## config.mk

```make
export PLATFORM = sky130hd
export DESIGN_NAME = pipeline_ctrl_flat
export DESIGN_NICKNAME = d
export VERILOG_FILES = /design/src/rtl/pipeline_ctrl_pkg.sv /design/src/rtl/pipeline_ctrl_if.sv /design/src/rtl/mem_wait_timer.sv /design/src/rtl/pipeline_ctrl.sv /design/src/flat_wrapper.sv
export SDC_FILE = /design/constraint.sdc
export NUM_CORES = 1
export LEC_CHECK = 0
export BUFFER_PORTS_ARGS = -buffer_cell sky130_fd_sc_hd__buf_2
export CAP_MARGIN = 20
export CORE_AREA = 3 3 96 98
export CTS_CLUSTER_DIAMETER = 40
export DETAILED_ROUTE_END_ITERATION = 16
export DIE_AREA = 0 0 99 101
export PLACE_DENSITY = 0.73
export REMOVE_ABC_BUFFERS = 1
export SYNTH_ARGS = -nofsm -noshare
export SYNTH_HDL_FRONTEND = slang
export SYNTH_SLANG_ARGS = --single-unit
```

## constraint.sdc

```tcl
create_clock -name clk -period 2.05 [get_ports clk]
set_input_delay 0.41 -clock clk [delete_from_list [all_inputs] [get_ports clk]]
set_output_delay 0.41 -clock clk [all_outputs]
set_load 0.05 [all_outputs]
```

## src/rtl/pipeline_ctrl_pkg.sv

```systemverilog
// Shared encodings for the pipeline controller: stall patterns, exception types
// and cause codes.
package pipeline_ctrl_pkg;
  localparam logic Stop   = 1'b1;
  localparam logic NoStop = 1'b0;

  typedef enum logic [1:0] {
    EXC_NONE    = 2'b00,
    EXC_SYSCALL = 2'b01,
    EXC_BREAK   = 2'b10,
    EXC_ERTN    = 2'b11
  } exc_e;

  typedef enum logic [1:0] {
    CAUSE_NONE = 2'b00,
    CAUSE_SYS  = 2'b01,
    CAUSE_BRK  = 2'b10,
    CAUSE_TMO  = 2'b11
  } cause_e;

  // Prefix patterns: every stage at or upstream of the requester stops.
  localparam logic [5:0] STALL_NONE = {NoStop, NoStop, NoStop, NoStop, NoStop, NoStop};
  localparam logic [5:0] STALL_IF   = {NoStop, NoStop, NoStop, NoStop, Stop,   Stop};
  localparam logic [5:0] STALL_ID   = {NoStop, NoStop, NoStop, Stop,   Stop,   Stop};
  localparam logic [5:0] STALL_EX   = {NoStop, NoStop, Stop,   Stop,   Stop,   Stop};
  localparam logic [5:0] STALL_MEM  = {NoStop, Stop,   Stop,   Stop,   Stop,   Stop};
endpackage

```

## src/rtl/pipeline_ctrl_if.sv

```systemverilog
// Pipeline <-> controller bundle: stall requests and MEM-stage exception info in,
// stall/flush/redirect and exception state out.
interface pipeline_ctrl_if;
  logic        stallreq_if;
  logic        stallreq_id;
  logic        stallreq_ex;
  logic        stallreq_mem;
  logic        mem_inst_valid;
  logic [1:0]  mem_excepttype;
  logic [31:0] mem_current_inst_address;
  logic [5:0]  stall;
  logic        flush;
  logic [31:0] new_pc;
  logic [31:0] epc;
  logic        in_exception;
  logic [1:0]  cause;
  logic [31:0] stall_cycles;

  modport master (
    input  stallreq_if, stallreq_id, stallreq_ex, stallreq_mem,
           mem_inst_valid, mem_excepttype, mem_current_inst_address,
    output stall, flush, new_pc, epc, in_exception, cause, stall_cycles
  );

  modport slave (
    output stallreq_if, stallreq_id, stallreq_ex, stallreq_mem,
           mem_inst_valid, mem_excepttype, mem_current_inst_address,
    input  stall, flush, new_pc, epc, in_exception, cause, stall_cycles
  );
endinterface

```

## src/rtl/mem_wait_timer.sv

```systemverilog
// Counts consecutive cycles a valid MEM instruction is stalled; flags the cycle
// that reaches TIMEOUT so the controller can raise a bus-timeout exception.
module mem_wait_timer #(
  parameter int TIMEOUT = 255,
  parameter int TW      = 8
) (
  input  logic clk,
  input  logic rst,
  input  logic i_stallreq_mem,
  input  logic i_mem_inst_valid,
  input  logic i_flush,
  output logic o_tmo
);
  localparam logic [TW-1:0] LAST = TW'(TIMEOUT - 1);

  logic [TW-1:0] r_tcnt;
  logic          w_qual;

  assign w_qual = i_stallreq_mem && i_mem_inst_valid;
  assign o_tmo  = w_qual && (r_tcnt == LAST);

  // The flush that the timeout itself raises also restarts the count.
  always_ff @(posedge clk) begin
    if (rst)                   r_tcnt <= '0;
    else if (w_qual && !i_flush) r_tcnt <= r_tcnt + 1'b1;
    else                       r_tcnt <= '0;
  end
endmodule

```

## src/rtl/pipeline_ctrl.sv

```systemverilog
// Central pipeline controller: prefix stall merge, MEM-stage exception take,
// bus-timeout exception, exception state registers and stall-cycle counter.
module pipeline_ctrl
  import pipeline_ctrl_pkg::*;
#(
  parameter logic [31:0] EENTRY  = 32'h1c00_8000,
  parameter int          TIMEOUT = 255,
  parameter int          TW      = 8
) (
  input  logic          clk,
  input  logic          rst,
  pipeline_ctrl_if.master bus
);
  logic [31:0] r_epc;
  logic        r_in_exception;
  logic [1:0]  r_cause;
  logic [31:0] r_stall_cycles;

  logic        w_exc;
  logic        w_ertn;
  logic        w_tmo_hit;
  logic        w_tmo;
  logic        w_flush;
  logic [5:0]  w_stall;
  logic [31:0] w_new_pc;

  assign w_exc   = bus.mem_inst_valid && (bus.mem_excepttype != EXC_NONE);
  assign w_ertn  = w_exc && (bus.mem_excepttype == EXC_ERTN);
  // A real exception in the same slot outranks the timeout.
  assign w_tmo   = w_tmo_hit && (bus.mem_excepttype == EXC_NONE);
  assign w_flush = w_exc || w_tmo;

  mem_wait_timer #(.TIMEOUT(TIMEOUT), .TW(TW)) u_timer (
    .clk              (clk),
    .rst              (rst),
    .i_stallreq_mem   (bus.stallreq_mem),
    .i_mem_inst_valid (bus.mem_inst_valid),
    .i_flush          (w_flush),
    .o_tmo            (w_tmo_hit)
  );

  always_comb begin
    w_stall = STALL_NONE;
    if (w_flush)               w_stall = STALL_NONE;
    else if (bus.stallreq_mem) w_stall = STALL_MEM;
    else if (bus.stallreq_ex)  w_stall = STALL_EX;
    else if (bus.stallreq_id)  w_stall = STALL_ID;
    else if (bus.stallreq_if)  w_stall = STALL_IF;
  end

  // ertn returns to the registered epc, never to this cycle's capture.
  always_comb begin
    w_new_pc = 32'h0;
    if (w_flush) w_new_pc = w_ertn ? r_epc : EENTRY;
  end

  always_ff @(posedge clk) begin
    if (rst) begin
      r_epc          <= 32'h0;
      r_in_exception <= 1'b0;
      r_cause        <= CAUSE_NONE;
    end else if (w_ertn) begin
      r_in_exception <= 1'b0;
    end else if (w_exc) begin
      r_epc          <= bus.mem_current_inst_address;
      r_in_exception <= 1'b1;
      r_cause        <= (bus.mem_excepttype == EXC_BREAK) ? CAUSE_BRK : CAUSE_SYS;
    end else if (w_tmo) begin
      r_epc          <= bus.mem_current_inst_address;
      r_in_exception <= 1'b1;
      r_cause        <= CAUSE_TMO;
    end
  end

  always_ff @(posedge clk) begin
    if (rst)
      r_stall_cycles <= 32'h0;
    else if ((w_stall != STALL_NONE) && (r_stall_cycles != 32'hFFFF_FFFF))
      r_stall_cycles <= r_stall_cycles + 32'd1;
  end

  assign bus.stall        = w_stall;
  assign bus.flush        = w_flush;
  assign bus.new_pc       = w_new_pc;
  assign bus.epc          = r_epc;
  assign bus.in_exception = r_in_exception;
  assign bus.cause        = r_cause;
  assign bus.stall_cycles = r_stall_cycles;
endmodule

```

## src/flat_wrapper.sv

```systemverilog
// flat-port wrapper written by rule: the top's interface ports become plain ports
module pipeline_ctrl_flat import pipeline_ctrl_pkg::*;
#(
  parameter logic [31:0] EENTRY  = 32'h1c00_8000,
  parameter int          TIMEOUT = 255,
  parameter int          TW      = 8
)
  (clk, rst, bus_stallreq_if, bus_stallreq_id, bus_stallreq_ex, bus_stallreq_mem, bus_mem_inst_valid, bus_mem_excepttype, bus_mem_current_inst_address, bus_stall, bus_flush, bus_new_pc, bus_epc, bus_in_exception, bus_cause, bus_stall_cycles);
  pipeline_ctrl_if bus_i ();
  input  logic clk;
  input  logic rst;
  input wire logic [$bits(bus_i.stallreq_if)-1:0] bus_stallreq_if;
  input wire logic [$bits(bus_i.stallreq_id)-1:0] bus_stallreq_id;
  input wire logic [$bits(bus_i.stallreq_ex)-1:0] bus_stallreq_ex;
  input wire logic [$bits(bus_i.stallreq_mem)-1:0] bus_stallreq_mem;
  input wire logic [$bits(bus_i.mem_inst_valid)-1:0] bus_mem_inst_valid;
  input wire logic [$bits(bus_i.mem_excepttype)-1:0] bus_mem_excepttype;
  input wire logic [$bits(bus_i.mem_current_inst_address)-1:0] bus_mem_current_inst_address;
  output wire logic [$bits(bus_i.stall)-1:0] bus_stall;
  output wire logic [$bits(bus_i.flush)-1:0] bus_flush;
  output wire logic [$bits(bus_i.new_pc)-1:0] bus_new_pc;
  output wire logic [$bits(bus_i.epc)-1:0] bus_epc;
  output wire logic [$bits(bus_i.in_exception)-1:0] bus_in_exception;
  output wire logic [$bits(bus_i.cause)-1:0] bus_cause;
  output wire logic [$bits(bus_i.stall_cycles)-1:0] bus_stall_cycles;
  assign bus_i.stallreq_if = bus_stallreq_if;
  assign bus_i.stallreq_id = bus_stallreq_id;
  assign bus_i.stallreq_ex = bus_stallreq_ex;
  assign bus_i.stallreq_mem = bus_stallreq_mem;
  assign bus_i.mem_inst_valid = bus_mem_inst_valid;
  assign bus_i.mem_excepttype = bus_mem_excepttype;
  assign bus_i.mem_current_inst_address = bus_mem_current_inst_address;
  assign bus_stall = bus_i.stall;
  assign bus_flush = bus_i.flush;
  assign bus_new_pc = bus_i.new_pc;
  assign bus_epc = bus_i.epc;
  assign bus_in_exception = bus_i.in_exception;
  assign bus_cause = bus_i.cause;
  assign bus_stall_cycles = bus_i.stall_cycles;
  pipeline_ctrl #(.EENTRY(EENTRY), .TIMEOUT(TIMEOUT), .TW(TW)) u_core (.clk(clk), .rst(rst), .bus(bus_i));
endmodule
```

==> results of run 1 <==
per-stage QoR:
stage | util | area, µm² | instances | setup TNS [ns]
final | 0.623 | 5320 | 748 | -2.44
after CTS | 0.604 | 5160 | 744 | -0.991
after floorplan | - | 3510 | 421 | -19.13
after global placement | 0.546 | 4670 | 708 | 0
after global routing | 0.623 | 5320 | 748 | -5.07
after detailed placement | 0.546 | 4670 | 708 | -0.0116
final cells by class:
cell class | count | area (µm²) | area share
multi-input cells | 341 | 2160 | 0.405
flip-flops and latches | 75 | 1510 | 0.283
repair buffers | 202 | 1280 | 0.241
well taps | 108 | 135 | 0.0254
clock buffers | 9 | 124 | 0.0233
clock inverters | 7 | 92.6 | 0.0174
inverters | 6 | 25.0 | 0.00470
where the power goes:
group	internal (mW)	leakage [nW]	switching, mW	total (mW)
sequential	1.50	0.612	0.0315	1.53
clock	0.683	0.113	0.561	1.24
combinational	0.190	1.65	0.419	0.609
total	2.37	2.38	1.01	3.39
worst register-to-register path: stages (launching register included):
cell and delay (ns):
dfxtp_2 0.33, inv_2 0.06, ha_4 0.11, nand4_1 0.11, buf_4 0.16, buf_4 0.12
buf_4 0.12, buf_4 0.12, buf_4 0.12, buf_4 0.12, buf_4 0.12, buf_4 0.12
buf_4 0.12, nor3_2 0.12, nor3b_1 0.09, a311oi_1 0.24
sequential cells by signal, summed over array words and instances (netlist names):
| register | flops |
|---|---|
| u_core.u_timer.r_tcnt | 8 |
| u_core.bus.in_exception | 1 |
| u_core.bus.stall_cycles | 32 |
| u_core.bus.cause | 2 |
| u_core.bus.epc | 32 |
kinds of logic after synthesis:
group | count (synthesis) | share of synthesized area
AOI/OAI and AO/OA | 94 | 0.150
xor gates and xnor gates | 6 | 0.0142
adders and majority gates | 3 | 0.0102
buffers and inverters | 38 | 0.0539
DFF | 75 | 0.407
muxes | 3 | 0.0102
other | 1 | 0.00102
and+or+nand+nor | 233 | 0.354
synth_stat cells (3+ instances only):
master / n / area [µm²]
ha_1: 3 / 37.5
nand3_1: 15 / 75.1
buf_2: 6 / 30.0
xnor2_1: 3 / 26.3
o21ai_1: 3 / 15.0
or4_1: 17 / 128
a21oi_1: 60 / 300
o31a_1: 3 / 26.3
buf_4: 5 / 37.5
nor4_1: 5 / 31.3
or4b_1: 4 / 40.0
nand4_1: 11 / 68.8
or3_1: 5 / 31.3
clkbuf_1: 17 / 63.8
buf_6: 4 / 45.0
and3_1: 4 / 25.0
inv_1: 5 / 18.8
nor2b_1: 3 / 18.8
dfxtp_1: 75 / 1500
nor3_1: 7 / 35.0
nor2_1: 30 / 113
and2_1: 30 / 188
o31ai_1: 17 / 128
o41ai_1: 4 / 35.0
xor2_1: 3 / 26.3
o21ai_0: 4 / 20.0
nand4_4: 3 / 63.8
nand2_1: 83 / 312
metal layers:
metal	vias to the layer above	global-route usage	part of all wire
li1	1974	-	-
met1	1908	0.255	0.41
met2	143	0.364	0.51
met3	13	0.0484	0.069
met4	0	0.0578	0.010
met5	-	0	0
final timing paths:
check,start,endpoint,slack (ns)
max,u_core.u_timer.r_tcnt[0],u_core.bus.cause[0],-0.24
min reg2reg,u_core.bus.epc[30],u_core.bus.epc[30],0.47
max reg2reg,u_core.u_timer.r_tcnt[0],u_core.bus.cause[0],-0.24
min,bus_mem_current_inst_address[12],u_core.bus.epc[12],0.30
timing repair:
item,in CTS,in global routing
buffers inserted,21,4
endpoints found under the setup margin,12,40
gates resized for setup,41,24
gates cloned,0,1
pin swaps,14,5
==> results_dict.tcl, run 1 <==
set metrics [dict create \
    status "finished with violations" \
    violations "setup timing" \
    drv_cap 0 \
    synth_area_um2 3690 \
    slew-limit-headroom 0.638 \
    worstRegToRegCells 15 \
    vias_per_cell 5.40 \
    crit_arrival_ns 2.53 \
    rsz0062_at_grt "true" \
    area_growth_syn_to_layout_pct 44.2 \
    clock_tree.htree_level_count 3 \
    wl_um 11400 \
    io_pins 147 \
    start_util 0.432 \
    crit_buf_inv 10 \
    final_cell_mix "135 x buf_2, 82 x nand2_1, 70 x dfxtp_1" \
    synth_edf_count 0 \
    fp.dieH_um 101 \
    path_clk_slew_ns 0.08 \
    grt_pass1_vias 3570 \
    hold_ws_ns 0.298 \
    path_depth 15 \
    wl_per_cell_um 15.2 \
    synth-main-ff-cell "dfxtp_1" \
    path_class "register to register" \
    syn_area_per_cell_um2 8.15 \
    setup_violations 26 \
    core_um2 8550 \
    clock_skew_ns 0.00822 \
    cts_tree "built" \
    hpwlAfterDp_um 7440 \
    grt_max_degree 44 \
    dieWidth_um 99 \
    overflow 0 \
    async_reset_ff_frac 0 \
    fmax_mhz 437 \
    crit_path_top_delay_cell "dfxtp_2" \
    powerDensity_nw_per_um2 636 \
    fin_nets 679 \
    cellLeakagePower_nw 2.38 \
    antenna_found_initial 0 \
    grt_pass1_wl_um 17100 \
    clk_path_buf_depth 2 \
    die_area_um2 10000 \
    max_slew.worst_pin.slew_ns 0.541 \
    hold_buffers 0 \
    critPathRequiredTime_ns 2.30 \
    antennaDiodeCount 0 \
    drc 0 \
    max_stage_delay_ns 0.33 \
    cp_top_family "buffers and inverters" \
    hold_class "input pin to register" \
    crit_chain "inv_2 -> ha_4 -> nand4_1 -> buf_4 -> buf_4 -> buf_4 -> buf_4 -> buf_4 -> buf_4 -> buf_4 -> buf_4 -> buf_4 -> nor3_2 -> nor3b_1 -> a311oi_1" \
    ant_nets 0 \
    gp_congestion 0.845 \
    synth_seq_area_share 0.407 \
    numCtsBuffers 9 \
    setup_ws_ns -0.236 \
    rows 34 \
    hold_depth 3 \
    clock-sinks 75 \
    ys_warn_count 0 \
    final_common_cell "buf_2" \
    peakVddDrop_mv 0.310 \
    synth_seq_cells 75 \
    fin_crit_sh 1.12 \
    cp_max_fo 2 \
    final.min_clock_period_ns 2.29 \
    insertion_delay_ns 0.35 \
    grt_use_total 0.208 \
    critPathLaunchType "register" \
    crit_path_end_kind "register" \
    synthDistinctLibCells 46 \
    portBuffers 145 \
    drt_iter0_markers 126 \
    synthCells 453 \
    crit_top_cell "buf_4" \
    drive_above_1_share 0.411 \
    first_pass_iters 5 \
    cts-root-buf "clkbuf_8" \
    fillers 736 \
    vias 4038 \
    power_mw 3.39 \
    drv_slew 0 \
    dp_slack_ns -0.0116 \
    finalHoldViolations 0 \
]
Note: power is estimated with default switching activity, not from simulation.
==> run 2, diff against run 1 <==
- CORE_AREA: 3 3 96 98 -> 3 3 90 92
- CTS_BUF_LIST: unset -> sky130_fd_sc_hd__clkbuf_8
- DIE_AREA: 0 0 99 101 -> 0 0 93 95
- PLACE_DENSITY: 0.73 -> 0.79
- clock period: 2.05 -> 2.4 ns (I/O delays scaled with it)
==> run 2 against run 1 <==
The run now ends clean. Sequential share of layout area is 3.1 points higher. Via count down 5.9%. Die area down 12%. Final area is 10% lower. Routed wire length is 9.9% lower. Hold slack better by 0.073 ns. Largest cell class unchanged.
==> results_dict.tcl, run 2 (synthesis results as in run 1) <==
set metrics [dict create \
    regToRegEndpoint "u_core.bus.stall_cycles[29]" \
    final.min_clock_period_ns 2.30 \
    critPathLaunchType "register" \
    drv_cap 0 \
    area_growth_syn_to_layout_pct 29.6 \
    die_area_um2 8840 \
    reg2reg_from "u_core.bus.stall_cycles[3]" \
    hold_depth 3 \
    wl_per_cell_um 14.7 \
    dp_slack_ns 0.230 \
    grt_use_total 0.222 \
    hpwlAfterDp_um 7430 \
    first_pass_iters 5 \
    cellLeakagePower_nw 2.11 \
    cts_tree "built" \
    fillers 650 \
    vias 3801 \
    cp_max_fo 6 \
    fin_crit_sh 0.958 \
    grt_pass1_vias 3455 \
    fp.dieH_um 95 \
    antenna_found_initial 0 \
    core_um2 7290 \
    drc 0 \
    insertion_delay_ns 0.34 \
    clock_skew_ns 0.0107 \
    gp_congestion 0.800 \
    rows 31 \
    grt_pass1_wl_um 15900 \
    start_util 0.506 \
    numCtsBuffers 9 \
    portBuffers 145 \
    vias_per_cell 5.47 \
    hp-start "bus_mem_current_inst_address[28]" \
    setup_violations 0 \
    io_pins 147 \
    peakVddDrop_mv 0.361 \
    wl_um 10200 \
    hold_class "input pin to register" \
    ant_nets 0 \
    grt_max_degree 44 \
    fin_setup_tns_ns 0 \
    holdPathEnd "u_core.bus.epc[28]" \
    path_class "register to output pin" \
    drt_iter0_markers 113 \
    path_clk_slew_ns 0.08 \
    drive_above_1_share 0.337 \
    post-route-util 0.656 \
    fmax_mhz 435 \
    crit_arrival_ns 1.82 \
    final_cell_mix "138 x buf_2, 82 x nand2_1, 73 x dfxtp_1" \
    cts-root-buf "clkbuf_8" \
    rrSetupSlack_ns 0.28 \
    clk_path_buf_depth 2 \
    overflow 0 \
    finalHoldViolations 0 \
    crit_path_end_kind "output pin" \
    seq_area_um2 1500 \
    dieWidth_um 93 \
    final_common_cell "buf_2" \
    powerDensity_nw_per_um2 608 \
    antennaDiodeCount 0 \
    clock_tree.htree_level_count 3 \
    multiInputGateArea_um2 2020 \
    clock-sinks 75 \
    status "completed" \
    drv_slew 0 \
    fin_nets 636 \
    setup_ws_ns 0.100 \
    rsz0062_at_grt "false" \
    worstRegToRegCells 5 \
    critPathRequiredTime_ns 1.92 \
]
==> run 2: changes by cell type in the layout (fill, tap and decap cells not counted), moves of 3 or more <==
cell     delta
buf_4      -36
dfxtp_1     +3
buf_6       -5
buf_8       -3
nor2_4      -3
buf_12      -3
buf_2       +3
o41ai_1     +3
dfxtp_2     -3
==> run 2: worst max-delay path by stage <==
stage	end	cells past startpoint	slack [ns]	from
after detailed placement	u_core.bus.stall_cycles[16]	7	0.23	bus_mem_excepttype[1]
after floorplan	bus_stall[0]	6	-0.36	u_core.u_timer.r_tcnt[0]
after global routing	bus_new_pc[26]	5	0.006	u_core.u_timer.r_tcnt[3]
after CTS	bus_stall[4]	7	0.02	u_core.u_timer.r_tcnt[0]
after global placement	bus_stall[0]	6	0.26	bus_stallreq_id
final	bus_new_pc[26]	7	0.10	u_core.u_timer.r_tcnt[0]
==> run 2: worst max-delay path, cell delays in order, from the launching register on <==
cell	delay, ns
dfxtp_2	0.34
inv_2	0.06
ha_4	0.11
nand4_1	0.09
o31a_1	0.39
buf_6	0.17
nor2_2	0.14
buf_6	0.18
==> run 2: what timing repair did <==
action                                  CTS  global route
endpoints found under the setup margin    0             9
resized for setup                         0            30
setup buffers                             0             1
hold buffers                              0             0
==> run 2: where the power goes <==
part | switching [mW] | leakage (nW) | internal [mW] | total [mW]
Sequential | 0.0286 | 0.611 | 1.28 | 1.31
Clock | 0.455 | 0.116 | 0.680 | 1.13
Combinational | 0.338 | 1.38 | 0.123 | 0.461
==> run 2: cell type report <==
type                    count  area share
multi-input cells         340       0.422
flip-flops and latches     75       0.314
repair buffers            160       0.184
clock buffers               9      0.0259
well taps                  99      0.0259
clock inverters             6      0.0222
inverters                   6     0.00471
==> run 2: stage by stage <==
stage,std cells,area [µm²],hold slack [ns],total power [mW]
6_report,695,4780,0.371,2.91
5_1_grt,695,4780,0.358,3.01
3_3_place_gp,679,4470,0.439,1.77
4_1_cts,694,4700,0.355,2.91
2_1_floorplan,421,3510,0.430,1.63
3_5_place_dp,679,4470,0.459,1.78
==> run 2: layer usage <==
layer | global-route usage | wire length [µm] | share of wire
met5 | 0 | 0 | 0
met4 | 0.0659 | 63 | 0.0062
met3 | 0.0438 | 711 | 0.069
met2 | 0.402 | 5130 | 0.50
met1 | 0.265 | 4330 | 0.42
==> run 3, diff against run 2 <==
- PLACE_DENSITY: 0.79 -> unset
- PLACE_DENSITY_LB_ADDON: unset -> 0.08
==> run 3 against run 2 <==
Critical path depth did not move. Non-clock buffer count rose by 2. Hold slack improved by 0.0012 ns. Final area rose by 0.26%. Combinational power rose by 2%. Die area did not move.
==> results_dict.tcl, run 3 (synthesis results as in run 1) <==
set metrics [dict create \
    fin_crit_sh 0.969 \
    numCtsBuffers 9 \
    grt_use_total 0.217 \
    clk_path_buf_depth 2 \
    ant_nets 0 \
    slew-limit-headroom 0.598 \
    portBuffers 145 \
    grt_pass1_vias 3298 \
    hold_buffers 0 \
    setup_violations 0 \
    fin_nets 638 \
    critPathRequiredTime_ns 1.92 \
    hold_depth 3 \
    stdcell_count 698 \
    drc 0 \
    dp_cells 678 \
    peakVddDrop_mv 0.361 \
    crit_arrival_ns 1.85 \
    clock_tree.htree_level_count 3 \
    grt_max_degree 33 \
    crit_path_end_kind "output pin" \
    cp_max_fo 6 \
    final_cell_mix "135 x buf_2, 82 x nand2_1, 74 x dfxtp_1" \
    fmax_mhz 430 \
    drv_cap 0 \
    hpwlAfterDp_um 7050 \
    hold_ws_ns 0.372 \
    drv_slew 0 \
    wl_um 9800 \
    drt_iter0_markers 104 \
    die_area_um2 8840 \
    first_pass_iters 4 \
    path_class "register to output pin" \
    rows 31 \
    fp.dieH_um 95 \
    wl_per_cell_um 14.0 \
    area_growth_syn_to_layout_pct 29.9 \
    antenna_found_initial 0 \
    max_slew.worst_pin.slew_ns 0.603 \
    gp_congestion 0.806 \
    finalHoldViolations 0 \
    insertion_delay_ns 0.34 \
    final.min_clock_period_ns 2.33 \
    clock-sinks 75 \
    vias_per_cell 5.37 \
    vias 3746 \
    antennaDiodeCount 0 \
    worstRegToRegCells 9 \
    overflow 0 \
    powerDensity_nw_per_um2 590 \
    cts_tree "built" \
    hold_class "input pin to register" \
    cellLeakagePower_nw 2.12 \
    cts-root-buf "clkbuf_8" \
    grt_pass1_wl_um 15600 \
    status "completed" \
    dieWidth_um 93 \
    io_pins 147 \
    final_common_cell "buf_2" \
    rsz0062_at_grt "true" \
    start_util 0.506 \
    critPathLaunchType "register" \
    path_clk_slew_ns 0.08 \
    drive_above_1_share 0.334 \
    clock_skew_ns 0.00751 \
    core_um2 7290 \
]
==> run 3: area by class of cell <==
cell class	count	area, µm²
fillers	705	2500
multi-input cells	340	2020
flip-flops and latches	75	1500
repair buffers	162	905
clock buffers	9	124
well taps	99	124
clock inverters	7	92.6
inverters	6	27.5
==> run 3: stage by stage <==
step	worst slack, ns	utilization	total power [mW]	instance area [µm²]	TNS (ns)
2_1_floorplan	-0.359	-	1.63	3510	-1.47
3_3_place_gp	0.238	0.612	1.77	4460	0
3_5_place_dp	0.192	0.612	1.78	4460	0
4_1_cts	0.0122	0.642	2.83	4680	0
5_1_grt	-0.0822	0.658	2.96	4800	-0.226
6_report	0.0736	0.658	2.83	4800	0
==> run 3: power by group <==
| group | internal, mW | total [mW] | switching (mW) | leakage [nW] |
|---|---|---|---|---|
| logic | 0.130 | 0.470 | 0.340 | 1.40 |
| clock network | 0.583 | 1.05 | 0.470 | 0.107 |
| registers | 1.28 | 1.31 | 0.0267 | 0.610 |
==> run 3: path summary, 6_finish.rpt <==
path | start | endpoint | slack (ns)
worst min register to register | u_core.bus.epc[6] | u_core.bus.epc[6] | 0.47
worst min-delay path | bus_mem_current_inst_address[21] | u_core.bus.epc[21] | 0.37
worst max register to register | u_core.u_timer.r_tcnt[0] | u_core.bus.stall_cycles[7] | 0.21
worst max-delay path | u_core.u_timer.r_tcnt[0] | bus_new_pc[26] | 0.07
==> run 3: what timing repair did <==
| action | in CTS | in global routing |
|---|---|---|
| endpoints found under the setup margin | 0 | 9 |
| gates resized for setup | 0 | 36 |
| setup buffers | 0 | 4 |
==> run 3: routing by layer <==
| layer | track usage | up-vias | wire length (µm) |
|---|---|---|---|
| met2 | 0.376 | 128 | 4740 |
| met4 | 0.0562 | 0 | 123 |
| met3 | 0.0558 | 11 | 703 |
| met5 | 0 | - | 0 |
| li1 | - | 1880 | - |
| met1 | 0.270 | 1727 | 4240 |
==> run 3: critical path, stage by stage, from the launching register on <==
cell,delay [ns]
dfxtp_2,0.32
inv_1,0.05
ha_1,0.14
nand4_1,0.09
o31a_1,0.38
buf_6,0.17
nor2_1,0.13
buf_4,0.21
